### config.mk
export PLATFORM = sky130hd
export DESIGN_NAME = host_arbiter
export DESIGN_NICKNAME = d
export VERILOG_FILES = /design/src/rtl/host_pkg.sv /design/src/rtl/grant_watchdog.sv /design/src/rtl/host_arbiter.sv
export SDC_FILE = /design/constraint.sdc
export NUM_CORES = 1
export LEC_CHECK = 0
export ABC_AREA = 1
export CAP_MARGIN = 10
export CORE_ASPECT_RATIO = 0.7
export CORE_MARGIN = 2
export CORE_UTILIZATION = 54
export CTS_BUF_LIST = sky130_fd_sc_hd__clkbuf_8
export DETAILED_ROUTE_END_ITERATION = 10
export PLACE_DENSITY_LB_ADDON = 0.2
export SYNTH_ARGS = -nofsm -noshare
export SYNTH_HDL_FRONTEND = slang
export SYNTH_HIERARCHICAL = 1
export SYNTH_SLANG_ARGS = --single-unit
### constraint.sdc
create_clock -name clk_i -period 3.4 [get_ports clk_i]
set_input_delay 0.85 -clock clk_i [delete_from_list [all_inputs] [get_ports clk_i]]
set_output_delay 0.85 -clock clk_i [all_outputs]
set_load 0.05 [all_outputs]
### src/rtl/host_pkg.sv
// Shared definitions for the host arbiter: command/reply bytes, FSM states,
// mux owner encodings and the command decoder.
package host_pkg;

  localparam logic [7:0] CMD_LOAD_INSTR = 8'h1C;
  localparam logic [7:0] CMD_LOAD_DATA  = 8'h1D;
  localparam logic [7:0] CMD_DUMP       = 8'hD0;
  localparam logic [7:0] CMD_RUN        = 8'hC0;
  localparam logic [7:0] CMD_STEP       = 8'hC5;
  localparam logic [7:0] CMD_HALT       = 8'hF0;

  localparam logic [7:0] RPL_ACK     = 8'hA5;
  localparam logic [7:0] RPL_NACK    = 8'hEE;
  localparam logic [7:0] RPL_TIMEOUT = 8'hE7;

  typedef enum logic [3:0] {
    S_IDLE,
    S_DECODE,
    S_SEND_REPLY,
    S_WAIT_TX,
    S_GRANT_LOADER,
    S_GRANT_DUMPER,
    S_RELEASE,
    S_RUN,
    S_STEP
  } state_e;

  typedef enum logic [1:0] {
    TX_OWN_ARB    = 2'd0,
    TX_OWN_LOADER = 2'd1,
    TX_OWN_DUMPER = 2'd2
  } tx_owner_e;

  typedef enum logic [1:0] {
    MEM_OWN_CPU    = 2'd0,
    MEM_OWN_LOADER = 2'd1,
    MEM_OWN_DUMPER = 2'd2
  } mem_owner_e;

  typedef struct packed {
    logic   known;
    state_e target;
  } cmd_decode_t;

  function automatic cmd_decode_t decode_cmd(input logic [7:0] cmd);
    cmd_decode_t d;
    d.known  = 1'b1;
    d.target = S_IDLE;
    case (cmd)
      CMD_LOAD_INSTR, CMD_LOAD_DATA: d.target = S_GRANT_LOADER;
      CMD_DUMP:                      d.target = S_GRANT_DUMPER;
      CMD_RUN:                       d.target = S_RUN;
      CMD_STEP:                      d.target = S_STEP;
      CMD_HALT:                      d.target = S_IDLE;
      default:                       d.known  = 1'b0;
    endcase
    return d;
  endfunction

  // The memory port follows whichever unit owns the UART during a release.
  function automatic mem_owner_e mem_owner_of(input tx_owner_e owner);
    mem_owner_e m;
    case (owner)
      TX_OWN_LOADER: m = MEM_OWN_LOADER;
      TX_OWN_DUMPER: m = MEM_OWN_DUMPER;
      default:       m = MEM_OWN_CPU;
    endcase
    return m;
  endfunction

endpackage

### src/rtl/grant_watchdog.sv
// Grant timeout counter: held at zero while cleared, counts granted cycles,
// flags expiry on the last permitted cycle of a grant.
module grant_watchdog #(
  parameter int unsigned          CNT_W          = 24,
  parameter logic [CNT_W-1:0]     TIMEOUT_CYCLES = CNT_W'(10_000_000)
) (
  input  logic clk_i,
  input  logic rst_ni,
  input  logic clear_i,
  input  logic enable_i,
  output logic expired_o
);

  localparam logic [CNT_W-1:0] LIMIT = TIMEOUT_CYCLES - CNT_W'(1);

  logic [CNT_W-1:0] cnt_d;
  logic [CNT_W-1:0] cnt_q;

  always_comb begin
    cnt_d = cnt_q;
    if (clear_i) begin
      cnt_d = '0;
    end else if (enable_i) begin
      cnt_d = cnt_q + CNT_W'(1);
    end
  end

  always_ff @(posedge clk_i or negedge rst_ni) begin
    if (!rst_ni) begin
      cnt_q <= '0;
    end else begin
      cnt_q <= cnt_d;
    end
  end

  assign expired_o = enable_i && (cnt_q == LIMIT);

endmodule

### src/rtl/host_arbiter.sv
// Host-side command arbiter: decodes UART commands, replies, and hands the UART
// and memory port to the loader or dumper under a grant timeout.
module host_arbiter
  import host_pkg::*;
#(
  parameter int unsigned      CNT_W          = 24,
  parameter logic [CNT_W-1:0] TIMEOUT_CYCLES = 24'd10_000_000
) (
  input  logic       clk_i,
  input  logic       rst_ni,
  input  logic [7:0] rx_data_i,
  input  logic       rx_ready_i,
  output logic [7:0] tx_data_o,
  output logic       tx_start_o,
  input  logic       tx_done_i,
  output logic [1:0] tx_sel_o,
  output logic [1:0] mem_sel_o,
  output logic       loader_grant_o,
  output logic       loader_target_o,
  input  logic       loader_done_i,
  output logic       dumper_grant_o,
  input  logic       dumper_done_i,
  output logic       cpu_stall_o
);

  state_e      state_d, state_q;
  state_e      target_d, target_q;
  logic [7:0]  cmd_d, cmd_q;
  logic [7:0]  reply_d, reply_q;
  tx_owner_e   owner_d, owner_q;

  cmd_decode_t dec;
  logic        owner_done;
  logic        in_grant;
  logic        wd_expired;
  tx_owner_e   tx_sel;
  mem_owner_e  mem_sel;

  assign in_grant = (state_q == S_GRANT_LOADER) || (state_q == S_GRANT_DUMPER);

  grant_watchdog #(
    .CNT_W          (CNT_W),
    .TIMEOUT_CYCLES (TIMEOUT_CYCLES)
  ) u_watchdog (
    .clk_i     (clk_i),
    .rst_ni    (rst_ni),
    .clear_i   (!in_grant),
    .enable_i  (in_grant),
    .expired_o (wd_expired)
  );

  always_ff @(posedge clk_i or negedge rst_ni) begin
    if (!rst_ni) begin
      state_q  <= S_IDLE;
      target_q <= S_IDLE;
      cmd_q    <= '0;
      reply_q  <= '0;
      owner_q  <= TX_OWN_ARB;
    end else begin
      state_q  <= state_d;
      target_q <= target_d;
      cmd_q    <= cmd_d;
      reply_q  <= reply_d;
      owner_q  <= owner_d;
    end
  end

  always_comb begin
    state_d    = state_q;
    target_d   = target_q;
    cmd_d      = cmd_q;
    reply_d    = reply_q;
    owner_d    = owner_q;
    dec        = decode_cmd(cmd_q);
    owner_done = (owner_q == TX_OWN_LOADER) ? loader_done_i : dumper_done_i;

    unique case (state_q)
      S_IDLE: begin
        if (rx_ready_i) begin
          cmd_d   = rx_data_i;
          state_d = S_DECODE;
        end
      end
      S_DECODE: begin
        reply_d  = dec.known ? RPL_ACK : RPL_NACK;
        target_d = dec.known ? dec.target : S_IDLE;
        state_d  = S_SEND_REPLY;
      end
      S_SEND_REPLY: state_d = S_WAIT_TX;
      S_WAIT_TX: begin
        if (tx_done_i) begin
          state_d = target_q;
        end
      end
      // Done is checked first so it wins over a coincident expiry.
      S_GRANT_LOADER: begin
        if (loader_done_i) begin
          owner_d = TX_OWN_LOADER;
          state_d = S_RELEASE;
        end else if (wd_expired) begin
          reply_d  = RPL_TIMEOUT;
          target_d = S_IDLE;
          state_d  = S_SEND_REPLY;
        end
      end
      S_GRANT_DUMPER: begin
        if (dumper_done_i) begin
          owner_d = TX_OWN_DUMPER;
          state_d = S_RELEASE;
        end else if (wd_expired) begin
          reply_d  = RPL_TIMEOUT;
          target_d = S_IDLE;
          state_d  = S_SEND_REPLY;
        end
      end
      S_RELEASE: begin
        if (!owner_done) begin
          owner_d = TX_OWN_ARB;
          state_d = S_IDLE;
        end
      end
      S_RUN: begin
        if (rx_ready_i && (rx_data_i == CMD_HALT)) begin
          reply_d  = RPL_ACK;
          target_d = S_IDLE;
          state_d  = S_SEND_REPLY;
        end
      end
      S_STEP: begin
        reply_d  = RPL_ACK;
        target_d = S_IDLE;
        state_d  = S_SEND_REPLY;
      end
      default: state_d = S_IDLE;
    endcase
  end

  always_comb begin
    cpu_stall_o     = 1'b1;
    loader_grant_o  = 1'b0;
    loader_target_o = 1'b0;
    dumper_grant_o  = 1'b0;
    tx_start_o      = 1'b0;
    tx_sel          = TX_OWN_ARB;
    mem_sel         = MEM_OWN_CPU;

    case (state_q)
      S_SEND_REPLY: tx_start_o = 1'b1;
      S_GRANT_LOADER: begin
        loader_grant_o  = 1'b1;
        loader_target_o = cmd_q[0];
        tx_sel          = TX_OWN_LOADER;
        mem_sel         = MEM_OWN_LOADER;
      end
      S_GRANT_DUMPER: begin
        dumper_grant_o = 1'b1;
        tx_sel         = TX_OWN_DUMPER;
        mem_sel        = MEM_OWN_DUMPER;
      end
      S_RELEASE: begin
        tx_sel  = owner_q;
        mem_sel = mem_owner_of(owner_q);
      end
      S_RUN, S_STEP: cpu_stall_o = 1'b0;
      default: ;
    endcase
  end

  assign tx_sel_o  = tx_sel;
  assign mem_sel_o = mem_sel;
  assign tx_data_o = reply_q;

endmodule

# --- After elaboration in Yosys (flattened, before gate mapping) ---
# Cells that the tools add are included.
classes:
  n_shift: 0
  add_sub_neg: 1
  multipliers: 0
  bitwise_logic: 0
  reduce_logical: 14
  muxes: 36
  div: 0
  n_lt_le_gt_ge: 0
  n_eq_ne: 26
ops:
  columns: ["op", "count"]
  rows:
  - ["$mux 4", 12]
  - ["$eq 8x8->1 const B", 5]
  - ["$pmux 8 s5", 1]
  - ["$mux 8", 4]
  - ["$pmux 4 s8", 1]
  - ["$add 24x1->24 const B", 1]
  - ["$eq 24x24->1 const B", 1]
  - ["$mux 24", 1]
  - ["$pmux 4 s5", 1]
  - ["$pmux 2 s3", 3]
  - ["$eq 4x3->1 const B", 4]
  - ["$eq 8x5->1 const B", 2]
  - ["$ne 2x2->1 const B", 8]
  - ["$pmux 4 s4", 1]
  - ["$reduce_and 4->1", 3]
  - ["$eq 4x2->1 const B", 2]
  - ["$mux 1", 7]
  - ["$mux 7", 1]
  - ["$mux 2", 3]
  - ["$reduce_or 2->1", 3]
  - ["$reduce_or 6->1", 1]
  - ["$reduce_bool 5->1", 1]
  - ["$eq 4x1->1 const B", 1]
  - ["$eq 4x4->1 const B", 1]
  - ["8 further kinds", 9]
totals:
  rom_bits: 0
  memories: 0
  input_bits: 14
  ff_bits: 50
  latchBits: 0
  ramBits: 0

# --- Depth between registers and ports, before layout ---
# Gate-level depths: netlist (run 1).
logic_depth:
  ltp_word: 6
  mapped_depth: 14
  mapped_depth_nobuf: 14

# --- Modules after synthesis ---
# The synthesis (run 1) kept the hierarchy.
by_module_without_submodules:
  columns: ["mod", "n_inst", "seq_area_each_um2", "area_per_inst_um2", "cells_per_inst"]
  rows:
  - ["grant_watchdog", 1, 600.6, 1458.9, 205]
  - ["host_arbiter", 1, 550.5, 1382.6, 209]

# --- Worst setup path after synthesis (run 1) ---
# No wires, ideal clock.
synth_timing:
  path_type: "reg2out"
  start: "register state_q[1]"
  end: "output port mem_sel_o[1]"
  arrival_ns: 1.880
  path_slack_ns: 0.670
  path_stages_with_launch: 5
  t_required_ns: 2.550
  path_buffers: 0
  cell_sequence: "dfrtp_1 -> inv_2 -> nor2_1 -> nand2_1 -> o31ai_1"
synth_via:
  elab_chain_cells: 2
  word_cells_on_any_way: 4
synth_lines:
  columns: ["item", "line_no", "rtl"]
  rows:
  - ["start: declaration", "host_arbiter.sv:26", "state_e state_d, state_q;"]
  - ["start signal: assignment", "host_arbiter.sv:60", "state_q <= state_d;"]
  - ["$eq 4x3->1", "host_arbiter.sv:147", "case (state_q)"]
  - ["$pmux 2 s3 (*)", "host_arbiter.sv:147", null]
  - ["end: declaration", "host_arbiter.sv:17", "output logic [1:0] mem_sel_o,"]
# Every way passes the cells marked *; elsewhere a longest branch is shown, timed or not.

# --- Worst setup path in the final report (run 1) ---
layout_timing:
  start: "register state_q[0]"
  end: "output port mem_sel_o[0]"
# The elaborated chain is that of the path after synthesis.

==> impl_metrics.ini, run 1 <==
[sta]
fin_crit_ns = 2.96
rsz0062_at_grt = false
max_freq_mhz = 338
finalHoldViolCount = 0
max-slew-margin-rel = 0.319
finalSetupViolations = 0
fin_tns_setup_ns = 0
slew_viol_final = 0
worstMarginPinSlew_ns = 1.02
clock_skew_ns = 0.00833
fin_crit_sh = 0.869

[worst_setup_path]
crit_type = flop to primary output
cp-start-kind = flop
path_max_fanout = 7
cp.arrival_ns = 2.11
reg2reg_from = state_q[3]
reg2reg_to = target_q[1]
end_kind = primary output
ff2ff_setup_slack_ns = 1.23
r2r_cells = 12
critPathRequiredTime_ns = 2.55

[final_layout]
drive_gt1_frac = 0.115
multiInputGateArea_um2 = 1450
seq_area_um2 = 1150
n_antenna_cell = 0
area_delta_synth_final_pct = 14.9
final_util = 0.634
fin_nets = 458
fillers = 467

[cts]
cts_hold_buf = 0
cts_max_level = 2
clk_latency_ns = 0.29
cts_tree = yes
post_cts.resized_instances = 0
cts.sinks = 46
cts-buffers-inserted = 5
cts_root_buf = clkbuf_8
clk_path_buf_depth = 2
clk_pin_slew_ns = 0.08
postCtsSetupBuffers = 0

[yosys]
synth_common_cells = nand2_1 (126), nor2_1 (64), dfrtp_1 (46)
synth-edff-count = 0
async_flop_share = 1.00
seq_area_frac_synth = 0.405
synth_cell_types = 35
syn_area_per_cell_um2 = 6.86
yosys_register_bits = 46
synth.most_common_cell = nand2_1
synth_area_leaders = dfrtp_1 (41%), nand2_1 (17%), nor2_1 (8.5%)
netlist_instances = 414
synth_warnings = 6
synth.cell_area_um2 = 2840
yosys_most_used_dff = dfrtp_1
synth_top_cell_by_area = dfrtp_1
synth_nets = 429
synth.top_cell.area_share = 0.405

[power]
p_leak_nw = 1.50
power_density_nw_per_um2 = 584
vdd_drop_max_v = 0.000330

[hold_path]
min_path_type = flop to flop
min_delay_worst_endpoint = tx_data_o[3]
hold_depth = 2
hp-start = tx_data_o[3]

[global_routing]
grt_pass1_vias = 2323
overflow = 0
grt_usage = 0.224
grt_pass1_wl_um = 10600
antenna_found_initial = 0
grt_max_degree = 47

[placed_design]
dpl.hpwl_um = 4700
io_buffer_count = 29
gp_congestion = 0.914

[floorplanning]
io_pins = 31
die_h_um = 64.7
die-area_um2 = 5870
row_count = 22
die_w_um = 90.7
start_util = 0.552
core_um2 = 5150

[drt]
wl_per_cell_um = 12.0
vias = 2589
totalWireLength_um = 6180
dr.pass1.iters = 4
ant_nets = 0
drt-vias-per-instance = 5.02
drc_errors = 0
drtIter0Drc = 221

[job]
drv_cap = 0

[run_status]
outcome = finished clean
[critical path, stage by stage, from the launching register on]
cell and delay, ns:
dfrtp_1 0.46, nor2_2 0.25, nand2_1 0.17, o21ai_0 0.11, clkdlybuf4s50_1 0.82
[layer usage]
| metal | track usage | part of all wire |
|---|---|---|
| met3 | 0.0477 | 0.063 |
| met1 | 0.345 | 0.53 |
| met4 | 0.0385 | 0.0027 |
| met2 | 0.327 | 0.40 |
| met5 | 0 | 0 |
[sequential cells by signal (all words and copies together), names as in the netlist]
register	flops
state_q	4
owner_q	2
tx_data_o	4
target_q	4
u_watchdog/cnt_q	24
cmd_q	8
[placed cells by master (no fill, tap or decap), types with 2 or more instances in the layout]
cell / n
a21oi_1: 17
and3_1: 2
clkbuf_8: 6
clkdlybuf4s50_1: 28
dfrtp_1: 46
inv_1: 42
inv_2: 11
nand2_1: 126
nand2_2: 10
nand3_1: 21
nand3_2: 2
nand4_1: 3
nor2_1: 64
nor2_2: 10
nor2_4: 8
nor3_1: 7
nor3b_1: 4
o21ai_0: 17
o21ai_1: 4
[through the flow]
stage               std cells  total power, W  setup WS, ns  cell area, um^2  hold WS, ns
finish                    516         0.00191         0.445             3270        0.487
global route              516         0.00205         0.326             3270        0.509
CTS                       516         0.00192         0.437             3270        0.492
detailed placement        508         0.00157         0.768             3170        0.467
global placement          508         0.00156         0.791             3170        0.460
floorplan                 414         0.00135         0.670             2840        0.441
[worst max-delay path by stage]
stage | start | endpoint | slack (ns)
after floorplan | state_q[1] | mem_sel_o[1] | 0.67
after global placement | state_q[1] | mem_sel_o[1] | 0.79
after detailed placement | state_q[0] | mem_sel_o[0] | 0.77
after CTS | state_q[0] | mem_sel_o[0] | 0.44
after global routing | state_q[0] | loader_target_o | 0.33
final | state_q[0] | mem_sel_o[0] | 0.44
[area by class of cell]
cell class / instances / share of cell area
tap: 72 / 0.0276
clock buffer: 6 / 0.0253
multi-input combinational: 309 / 0.445
clock inverter: 2 / 0.00268
timing repair buffer: 29 / 0.0874
sequential: 46 / 0.352
inverter: 52 / 0.0598
[power breakdown]
group	internal (W)	switching, W	total, W	leakage [nW]
sequential	0.000644	0.0000742	0.000718	0.613
combinational	0.000261	0.000584	0.000845	0.834
clock	0.000161	0.000182	0.000343	0.0524
total	0.00107	0.000840	0.00191	1.50
[cells by family after synthesis]
family,share of synthesized area
buffers and inverters,0.0837
multiplexers,0.00396
flip-flops,0.405
adder cells (fa/ha/maj),0.00440
XOR/XNOR,0.00308
AO/OA/AOI/OAI,0.0797
other,0.00132
AND/OR/NAND/NOR,0.419
(Power assumes the default switching activity.)
==> run 2: changes to the inputs <==
- GPL_TIMING_DRIVEN: not set -> 0
==> impl_metrics.ini, run 2 (synthesis results as in run 1) <==
[sta]
rsz0062_at_grt = false
worst_slack_ns = 0.393
fin_crit_sh = 0.884
finalSetupViolations = 0
fin_tns_setup_ns = 0
clock_skew_ns = 0.00721
slew_viol_final = 0
max-slew-margin-rel = 0.657
max_freq_mhz = 333
finalHoldViolCount = 0
fin_crit_ns = 3.01
worstMarginPinSlew_ns = 0.512

[placed_design]
gp_congestion = 0.855
io_buffer_count = 29
place_ws_ns = 0.754
dpl.hpwl_um = 4780

[drt]
ant_nets = 0
drc_errors = 0
vias = 2646
drt-vias-per-instance = 5.05
wl_per_cell_um = 12.0
totalWireLength_um = 6290
drtIter0Drc = 155
dr.pass1.iters = 4

[final_layout]
n_antenna_cell = 0
fin_nets = 466
top_register = u_watchdog/cnt_q
final_common_cell = nand2_1
drive_gt1_frac = 0.128
area_delta_synth_final_pct = 17.3
reg_top3 = u_watchdog/cnt_q: 24 flops, cmd_q: 8 flops
largest_reg_flops = 24
final_cell_mix = nand2_1 (126), nor2_1 (64), dfrtp_1 (46), inv_1 (41), clkdlybuf4s50_1 (28)

[floorplanning]
row_count = 22
io_pins = 31
die_w_um = 90.7
start_util = 0.552
core_um2 = 5150
die_h_um = 64.7
die-area_um2 = 5870

[worst_setup_path]
path_max_fanout = 7
end_kind = primary output
cp_cell_sequence = nor2_2, nand2_1, nor2_1, clkdlybuf4s50_1
critPathRequiredTime_ns = 2.55
crit_buf_inv = 1
r2r_cells = 13
cp_slowest_cell = clkdlybuf4s50_1
cp-start-kind = flop
cp_num_cells = 4
critical-path-max-stage-delay_ns = 0.81
crit_type = flop to primary output
cp.arrival_ns = 2.16
crit_family = buffers and inverters

[cts]
clk_pin_slew_ns = 0.09
cts.sinks = 46
cts_tree = yes
cts-buffers-inserted = 5
post_cts.resized_instances = 0
cts_root_buf = clkbuf_8
clk_latency_ns = 0.30
cts_max_level = 2
postCtsSetupBuffers = 0
clk_path_buf_depth = 2
cts_hold_buf = 0

[power]
power_frac_seq = 0.371
vdd_drop_max_v = 0.000318
power_frac_comb = 0.446
p_leak_nw = 1.53
p_switching_w = 0.000855
internal_power_w = 0.00108
clock_power_share = 0.183
switching_share = 0.441
power_density_nw_per_um2 = 582

[global_routing]
grt_pass1_wl_um = 10900
grt_pass1_vias = 2341
grt_max_degree = 37
antenna_found_initial = 0
grt_usage = 0.230
overflow = 0

[run_status]
outcome = finished clean

[hold_path]
min_path_type = input pin to asynchronous set/reset pin

[job]
drv_cap = 0
==> run 2: worst paths after layout <==
| path | from | end | slack, ns |
|---|---|---|---|
| max in group asynchronous | rst_ni | state_q[2] | 2.52 |
| worst min-delay path | rst_ni | u_watchdog/cnt_q[2] | 0.42 |
| worst max-delay path | state_q[0] | loader_target_o | 0.39 |
| worst max register to register | state_q[3] | tx_data_o[6] | 1.29 |
| worst min register to register | target_q[2] | target_q[2] | 0.49 |
| min in group clk_i | target_q[2] | target_q[2] | 0.49 |
==> run 2: layer usage <==
layer	wire [um]	vias up	part of all wire	global-route usage
li1	-	1367	-	-
met1	3260	1208	0.52	0.349
met2	2590	67	0.41	0.339
met3	418	4	0.066	0.0581
met4	24	0	0.0038	0.0288
met5	0	-	0	0
==> run 2: metrics by stage <==
stage	power, W	hold slack [ns]	instances	util	cell area, um^2
finish	0.00194	0.416	524	0.647	3330
floorplan	0.00135	0.441	414	-	2840
detailed placement	0.00159	0.462	516	0.629	3240
CTS	0.00195	0.420	524	0.647	3330
global placement	0.00157	0.463	515	0.626	3220
global route	0.00210	0.415	524	0.647	3330
==> run 2: area by class of cell <==
class                      instances  area [um^2]
sequential                        46         1150
clock buffer                       6         82.6
clock inverter                     2         12.5
buffer                             7         42.5
timing repair buffer              30          305
fill                             463         1820
inverter                          52          195
multi-input combinational        309         1450
tap                               72         90.1
==> run 2: power groups by stage <==
stage	logic [W]	clock network [W]	registers (W)
global route	0.000971	0.000393	0.000732
floorplan	0.000584	0	0.000769
finish	0.000865	0.000355	0.000719
global placement	0.000846	0	0.000728
CTS	0.000867	0.000368	0.000718
detailed placement	0.000863	0	0.000729
